`config.mk`:
```
export PLATFORM = sky130hd
export DESIGN_NAME = mem_arbiter_flat
export DESIGN_NICKNAME = d
export VERILOG_FILES = /design/src/rtl/mem_arbiter_if.sv /design/src/rtl/mem_arbiter.sv /design/src/flat_wrapper.sv
export SDC_FILE = /design/constraint.sdc
export NUM_CORES = 1
export LEC_CHECK = 0
export BUFFER_PORTS_ARGS = -buffer_cell sky130_fd_sc_hd__clkbuf_2
export CELL_PAD_IN_SITES_DETAIL_PLACEMENT = 0
export CELL_PAD_IN_SITES_GLOBAL_PLACEMENT = 2
export CORE_MARGIN = 2
export CORE_UTILIZATION = 10
export CTS_CLUSTER_SIZE = 14
export DETAILED_ROUTE_END_ITERATION = 10
export MAX_ROUTING_LAYER = met4
export PLACE_DENSITY_LB_ADDON = 0.1
export SYNTH_ARGS = -nofsm -noshare
export SYNTH_HDL_FRONTEND = slang
export SYNTH_SLANG_ARGS = --single-unit
```
`constraint.sdc`:
```
create_clock -name clk -period 4.2 [get_ports clk]
set_input_delay 0.42 -clock clk [delete_from_list [all_inputs] [get_ports clk]]
set_output_delay 0.42 -clock clk [all_outputs]
set_load 0.03 [all_outputs]
```
`src/rtl/mem_arbiter_if.sv`:
```
// Bundle of the fetch, load/store and memory-macro buses around mem_arbiter.
// The arbiter connects through the slave modport; its environment uses master.
interface mem_arbiter_if #(
  parameter int ADDR_W = 8
);
  logic              if_req;
  logic [31:0]       if_addr;
  logic              if_gnt;
  logic              if_rvalid;
  logic [31:0]       if_rdata;

  logic              mb_req;
  logic              mb_we;
  logic [3:0]        mb_wstrb;
  logic [31:0]       mb_addr;
  logic [31:0]       mb_wdata;
  logic              mb_gnt;
  logic              mb_rvalid;
  logic [31:0]       mb_rdata;
  logic              mb_err;

  logic              mem_en;
  logic [3:0]        mem_we;
  logic [ADDR_W-1:0] mem_addr;
  logic [31:0]       mem_wdata;
  logic [31:0]       mem_rdata;

  modport slave (
    input  if_req, if_addr,
    output if_gnt, if_rvalid, if_rdata,
    input  mb_req, mb_we, mb_wstrb, mb_addr, mb_wdata,
    output mb_gnt, mb_rvalid, mb_rdata, mb_err,
    output mem_en, mem_we, mem_addr, mem_wdata,
    input  mem_rdata
  );

  modport master (
    output if_req, if_addr,
    input  if_gnt, if_rvalid, if_rdata,
    output mb_req, mb_we, mb_wstrb, mb_addr, mb_wdata,
    input  mb_gnt, mb_rvalid, mb_rdata, mb_err,
    input  mem_en, mem_we, mem_addr, mem_wdata,
    output mem_rdata
  );
endinterface

```
`src/rtl/mem_arbiter.sv`:
```
// Single-port memory arbiter: load/store has priority, a starvation counter
// forces fetch through, read data is returned one cycle later to its owner.
module mem_arbiter #(
  parameter int ADDR_W     = 8,
  parameter int STARVE_MAX = 3
) (
  input  logic          clk,
  input  logic          rst,
  mem_arbiter_if.slave  bus
);

  localparam logic [3:0] STARVE_LIM = 4'(STARVE_MAX);

  typedef enum logic [1:0] {
    OWN_NONE = 2'd0,
    OWN_IF   = 2'd1,
    OWN_MB   = 2'd2
  } owner_t;

  owner_t     owner, owner_nxt;
  logic [3:0] starve_cnt, starve_nxt;
  logic       mb_err_p1, mb_err_nxt;

  logic       forced;
  logic       if_gnt_c;
  logic       mb_gnt_c;
  logic       mb_aligned;
  logic       mb_issue;

  // Fetch ignores its byte offset; only the word-address bits reach memory.
  logic unused_addr_bits;
  assign unused_addr_bits = ^{bus.if_addr[1:0], bus.if_addr[31:ADDR_W+2],
                              bus.mb_addr[31:ADDR_W+2]};

  // Stage p0: combinational grant and memory drive
  always_comb begin
    forced   = bus.if_req && (starve_cnt == STARVE_LIM);
    if_gnt_c = 1'b0;
    mb_gnt_c = 1'b0;
    if (!rst) begin
      if (forced)          if_gnt_c = 1'b1;
      else if (bus.mb_req) mb_gnt_c = 1'b1;
      else                 if_gnt_c = bus.if_req;
    end
  end

  assign mb_aligned = (bus.mb_addr[1:0] == 2'b00);
  assign mb_issue   = mb_gnt_c && mb_aligned;

  assign bus.if_gnt    = if_gnt_c;
  assign bus.mb_gnt    = mb_gnt_c;
  assign bus.mem_en    = if_gnt_c || mb_issue;
  assign bus.mem_we    = (mb_issue && bus.mb_we) ? bus.mb_wstrb : 4'b0000;
  assign bus.mem_addr  = if_gnt_c ? bus.if_addr[ADDR_W+1:2] : bus.mb_addr[ADDR_W+1:2];
  assign bus.mem_wdata = bus.mb_wdata;

  always_comb begin
    owner_nxt  = OWN_NONE;
    mb_err_nxt = mb_gnt_c && !mb_aligned;
    starve_nxt = 4'd0;
    if (if_gnt_c)
      owner_nxt = OWN_IF;
    else if (mb_issue && !bus.mb_we)
      owner_nxt = OWN_MB;
    if (bus.if_req && !if_gnt_c)
      starve_nxt = (starve_cnt == STARVE_LIM) ? starve_cnt : starve_cnt + 4'd1;
  end

  // Stage p1: response ownership and starvation state
  always_ff @(posedge clk or posedge rst) begin
    if (rst) begin
      owner      <= OWN_NONE;
      starve_cnt <= 4'd0;
      mb_err_p1  <= 1'b0;
    end else begin
      owner      <= owner_nxt;
      starve_cnt <= starve_nxt;
      mb_err_p1  <= mb_err_nxt;
    end
  end

  assign bus.if_rvalid = (owner == OWN_IF);
  assign bus.mb_rvalid = (owner == OWN_MB);
  assign bus.mb_err    = mb_err_p1;
  assign bus.if_rdata  = bus.mem_rdata;
  assign bus.mb_rdata  = bus.mem_rdata;

endmodule

```
`src/flat_wrapper.sv`:
```
// flat-port wrapper written by rule: the top's interface ports become plain ports
module mem_arbiter_flat 
#(
  parameter int ADDR_W     = 8,
  parameter int STARVE_MAX = 3
)
  (clk, rst, bus_if_req, bus_if_addr, bus_if_gnt, bus_if_rvalid, bus_if_rdata, bus_mb_req, bus_mb_we, bus_mb_wstrb, bus_mb_addr, bus_mb_wdata, bus_mb_gnt, bus_mb_rvalid, bus_mb_rdata, bus_mb_err, bus_mem_en, bus_mem_we, bus_mem_addr, bus_mem_wdata, bus_mem_rdata);
  mem_arbiter_if #(.ADDR_W(ADDR_W)) bus_i ();
  input  logic clk;
  input  logic rst;
  input wire logic [$bits(bus_i.if_req)-1:0] bus_if_req;
  input wire logic [$bits(bus_i.if_addr)-1:0] bus_if_addr;
  output wire logic [$bits(bus_i.if_gnt)-1:0] bus_if_gnt;
  output wire logic [$bits(bus_i.if_rvalid)-1:0] bus_if_rvalid;
  output wire logic [$bits(bus_i.if_rdata)-1:0] bus_if_rdata;
  input wire logic [$bits(bus_i.mb_req)-1:0] bus_mb_req;
  input wire logic [$bits(bus_i.mb_we)-1:0] bus_mb_we;
  input wire logic [$bits(bus_i.mb_wstrb)-1:0] bus_mb_wstrb;
  input wire logic [$bits(bus_i.mb_addr)-1:0] bus_mb_addr;
  input wire logic [$bits(bus_i.mb_wdata)-1:0] bus_mb_wdata;
  output wire logic [$bits(bus_i.mb_gnt)-1:0] bus_mb_gnt;
  output wire logic [$bits(bus_i.mb_rvalid)-1:0] bus_mb_rvalid;
  output wire logic [$bits(bus_i.mb_rdata)-1:0] bus_mb_rdata;
  output wire logic [$bits(bus_i.mb_err)-1:0] bus_mb_err;
  output wire logic [$bits(bus_i.mem_en)-1:0] bus_mem_en;
  output wire logic [$bits(bus_i.mem_we)-1:0] bus_mem_we;
  output wire logic [$bits(bus_i.mem_addr)-1:0] bus_mem_addr;
  output wire logic [$bits(bus_i.mem_wdata)-1:0] bus_mem_wdata;
  input wire logic [$bits(bus_i.mem_rdata)-1:0] bus_mem_rdata;
  assign bus_i.if_req = bus_if_req;
  assign bus_i.if_addr = bus_if_addr;
  assign bus_if_gnt = bus_i.if_gnt;
  assign bus_if_rvalid = bus_i.if_rvalid;
  assign bus_if_rdata = bus_i.if_rdata;
  assign bus_i.mb_req = bus_mb_req;
  assign bus_i.mb_we = bus_mb_we;
  assign bus_i.mb_wstrb = bus_mb_wstrb;
  assign bus_i.mb_addr = bus_mb_addr;
  assign bus_i.mb_wdata = bus_mb_wdata;
  assign bus_mb_gnt = bus_i.mb_gnt;
  assign bus_mb_rvalid = bus_i.mb_rvalid;
  assign bus_mb_rdata = bus_i.mb_rdata;
  assign bus_mb_err = bus_i.mb_err;
  assign bus_mem_en = bus_i.mem_en;
  assign bus_mem_we = bus_i.mem_we;
  assign bus_mem_addr = bus_i.mem_addr;
  assign bus_mem_wdata = bus_i.mem_wdata;
  assign bus_i.mem_rdata = bus_mem_rdata;
  mem_arbiter #(.ADDR_W(ADDR_W), .STARVE_MAX(STARVE_MAX)) u_core (.clk(clk), .rst(rst), .bus(bus_i));
endmodule
```
Word level (Yosys, flattened, before mapping)
Index checks and enable logic that the tools add are counted.

Bits in registers: 7. Input bits: 137. Output and inout port bits: 114.

Add/sub/neg operators: 1. Equal/unequal tests: 4. Mux-type cells: 12. Reductions and logical operators: 11.

Operators by type and width (count): two-way mux 4 bit (3); two-way mux 8 bit (1); logical AND 1 bit (6); two-way mux 1 bit (6); adder 4 x 1 -> 4 bit (second input constant) (1); == test 4 x 2 -> 1 bit (second input constant) (1); two-way mux 2 bit (2); logical NOT 1 bit (3); == test 2 x 1 -> 1 bit (second input constant) (1); == test 2 bit (second input constant) (1); logical NOT 2 bit (1); inequality test 2 bit (second input constant) (1); logical OR 1 bit (1).

Depth between registers and ports, before layout
Word-level depth: 8. Mapped depth: 5. Gate-level depth less buffers: 4.

Least setup slack after synthesis
Ideal clock, no wire load.

Path type: register -> output. Start: reg u_core.starve_cnt[0]. End: out bus_mem_addr[0]. Arrival: 1624 ps. Data required time: 3780 ps. Slack: 2156 ps. Cell stages (with the launch flop): 6. Path buffers: 1. Path through: dfrtp_1 > ha_1 > nor3b_4 > o211a_1 > buf_6 > mux2_2.

Word-level cells in the longest chain between the ends: 5.

Ends and longest elaborated chain: start: declaration (line mem_arbiter.sv:21) `logic [3:0] starve_cnt, starve_nxt;`; start signal: assignment (line mem_arbiter.sv:77) `starve_cnt <= starve_nxt;`; == test 4 x 2 -> 1 bit (line mem_arbiter.sv:37) `forced = bus.if_req && (starve_cnt == STARVE_LIM);`; logical AND 1 bit (line mem_arbiter.sv:37); two-way mux 1 bit (line mem_arbiter.sv:41) `if (forced) if_gnt_c = 1'b1;`; two-way mux 1 bit (line mem_arbiter.sv:40) `if (!rst) begin`; named net bus_if_gnt (line flat_wrapper.sv:13) `output wire logic [$bits(bus_i.if_gnt)-1:0] bus_if_gnt;`; two-way mux 8 bit (line mem_arbiter.sv:54) `assign bus.mem_addr = if_gnt_c ? bus.if_addr[ADDR_W+1:2] : bus.mb_addr[ADDR_W+1:2];`; end: declaration (line flat_wrapper.sv:27) `output wire logic [$bits(bus_i.mem_addr)-1:0] bus_mem_addr;`.

The timed path passes the listed nets, and every way through them passes these cells.

Worst setup path in the final report
Start: reg u_core.starve_cnt[0]. End: out bus_mem_addr[0].

Word-level cells in the longest chain between the ends: 5.

Ends and longest elaborated chain (line): == test 4 x 2 -> 1 bit (mem_arbiter.sv:37); logical AND 1 bit (mem_arbiter.sv:37); two-way mux 1 bit (mem_arbiter.sv:41); two-way mux 1 bit (mem_arbiter.sv:40); two-way mux 8 bit (mem_arbiter.sv:54).

No other way between the ends.

==> results.txt <==
Final Slew Violations -> 0
DIE HEIGHT -> 115 um
Routed wire per std cell -> 10.4 um
Pin count of the biggest net entering global routing -> 12
Port Buffers -> 44
Synth Area in Compound Gates -> 0.0570
Synth Area in Adders -> 0.0102
Clock sink total -> 7
Yosys warnings -> 0
Post-route cell area -> 981 sq um
FF-to-FF setup slack -> 2590 ps
WL met2 -> 1.18 mm
Post-cts sizing count -> 0
Layout net count -> 233
Num CTS Buffers -> 3
Worst setup path endpoint -> bus_mem_addr[0]
Residual DRC -> 0
CP startpoint kind -> flip-flop
Critical path arrival -> 2270 ps
Vias in the first global route -> 719
Share of the synthesized area in the top cell type -> 0.586
Total grt overflow -> 0
GRT Overall Usage -> 0.0390
Slew headroom -> 0.722
IO Pins -> 251
Via density -> 2.58
Number of antenna diodes -> 0
Setup TNS -> 0 ps
Initial drt markers -> 7
Least-Margin Pin Slew -> 417 ps
Synth Area in XOR/XNOR -> 0.00712
Initial Utilization -> 0.102
Routed wire length -> 2.51 mm
Post-Syn Nets -> 281
First-pass GRT wire length -> 3.65 mm
H-Tree Depth -> 1
Core Util, Final -> 0.0817
Reg2reg end -> u_core.owner[0]
Mean post-synth cell area -> 8.60 sq um
CTS tree -> built
Yosys cell types -> 24
Synthesized flop and latch total -> 7
Max Clock Freq -> 0.372 GHz
CTS max path bufs -> 2
CP endpoint kind -> output port
Clock Skew -> 3.39 ps
Outcome -> completed
Most frequent cells in the layout -> clkbuf_2 (44), mux2_2 (9), dfrtp_1 (7)
Hold WS -> 205 ps
Dominant cell type by area after synthesis -> buf_4
Reg2Reg Depth -> 3
Cell Pwr Density -> 303 nW/um^2
Most common cell after layout, fill and taps aside -> clkbuf_2
DIE AREA -> 13,200 sq um
RSZ-0062 raised after global routing -> false
Area Growth Syn to Fin -> -20.2%
Post-DP HPWL -> 2.16 mm
Final ANT Viol Nets -> 0
Core Box Area -> 12,000 sq um
# hold bufs at CTS -> 0
Postcts setup bufs -> 0
Die width -> 115 um
Clock root cell -> clkbuf_16
Worst min path class -> in2async
Top post-synthesis cells by area -> buf_4 (59%), dfrtp_1 (14%), mux2_2 (8.2%)
Clk pin slew, worst setup/hold paths -> 40 ps
DR top layer -> met4
Gpl congestion -> 0.667
Peak VDD IR -> 0.0663 mV
Detailed Routing Iterations Pass 1 -> 2
Critical path startpoint -> u_core.starve_cnt[0]
Reg2Reg Launch Point -> u_core.starve_cnt[0]
Critical path class -> reg2out
Mapped Cells -> 143
Final Hold Fails -> 0
Mapped Area -> 1230 sq um
Sequential fraction of the synthesis area -> 0.142
Post-synthesis simple-gate area fraction -> 0.0997
Leakage power -> 0.461 nW
# rows -> 40
Placed cell areas -> 902 sq um
Vias -> 622
Initial antenna violation count -> 0
Period utilisation layout -> 0.641
Data required time at the worst endpoint -> 3780 ps
Fin crit period -> 2690 ps
Layout cells sized above 1 -> 0.649
Metal1 wirelength -> 754 um
Met3 wire len -> 478 um
Final setup violating endpoints -> 0
Largest family of logic cells by synthesized area -> buffers and inverters
Clock latency on the worst-skew pair -> 230 ps
Max Fanout on Critical Path -> 11
Max-cap violations -> 0
Post-synthesis mux area share -> 0.0824
## power breakdown
part	internal (mW)	leakage [nW]	switching [mW]
registers	0.0706	0.0947	0.00211
logic	0.0255	0.328	0.0378
clock network	0.126	0.0382	0.0347
## registers in the layout, indices dropped and copies added (netlist names)
name and count:
u_core.bus.mb_err 1, u_core.starve_cnt 4, u_core.owner 2
## cells by family (layout without fill, tap and decap cells)
family / after synthesis / after routing
mux: 9 / 9
xor+xnor: 1 / 1
buf+inv: 99 / 50
flops: 7 / 7
fa+ha+maj: 1 / 1
simple gates: 19 / 19
compound gates: 7 / 7
## worst min path at each step
stage / to / cells past startpoint / slack [ps] / start
4_1_cts: u_core.starve_cnt[1] / 2 / 220 / rst
3_5_place_dp: u_core.starve_cnt[1] / 2 / 460 / rst
3_3_place_gp: u_core.bus.mb_err / 2 / 480 / rst
6_report: u_core.starve_cnt[0] / 2 / 210 / rst
5_1_grt: u_core.starve_cnt[1] / 2 / 250 / rst
2_1_floorplan: u_core.bus.mb_err / 1 / 230 / rst
## layout make-up
type                    count  area [sq um]
clock buffers               4          78.8
fillers                  1406         11000
inverters                   2          7.51
multi-input cells          37           315
flip-flops and latches      7           175
well taps                 147           184
repair buffers             44           220
## Yosys cell counts
master / count
nor2b_1: 3
a2111oi_4: 1
nand2_1: 1
nand3_1: 2
or3_2: 1
nor3b_4: 1
nand2b_1: 1
and3_2: 1
buf_6: 1
dfrtp_1: 7
and3_1: 4
nor3b_1: 1
o21a_1: 2
mux2_2: 9
o211a_1: 1
or2_2: 1
nor2_1: 3
o21ai_0: 1
inv_1: 2
a21oi_1: 1
a21boi_0: 1
xor2_1: 1
ha_1: 1
buf_4: 96
## layer usage
layer	track usage	up-vias
met5	-	-
met4	0.0297	0
met3	0.0316	20
met2	0.0600	65
met1	0.0301	273
li1	-	264
## per-stage QoR
| step | setup WS [ps] | std cells | power, mW |
|---|---|---|---|
| 4_1_cts | 1470 | 241 | 0.304 |
| 5_1_grt | 1350 | 241 | 0.314 |
| 3_5_place_dp | 1720 | 237 | 0.138 |
| 2_1_floorplan | 2160 | 143 | 0.282 |
| 6_report | 1510 | 241 | 0.297 |
| 3_3_place_gp | 1710 | 237 | 0.139 |
## critical path, cell delays in order, from the launching register on
cell	delay [ps]
dfrtp_1	390
ha_1	200
nor3b_4	400
o211a_1	460
mux2_2	380
clkbuf_2	200
Power figures use the tool's default switching activity.
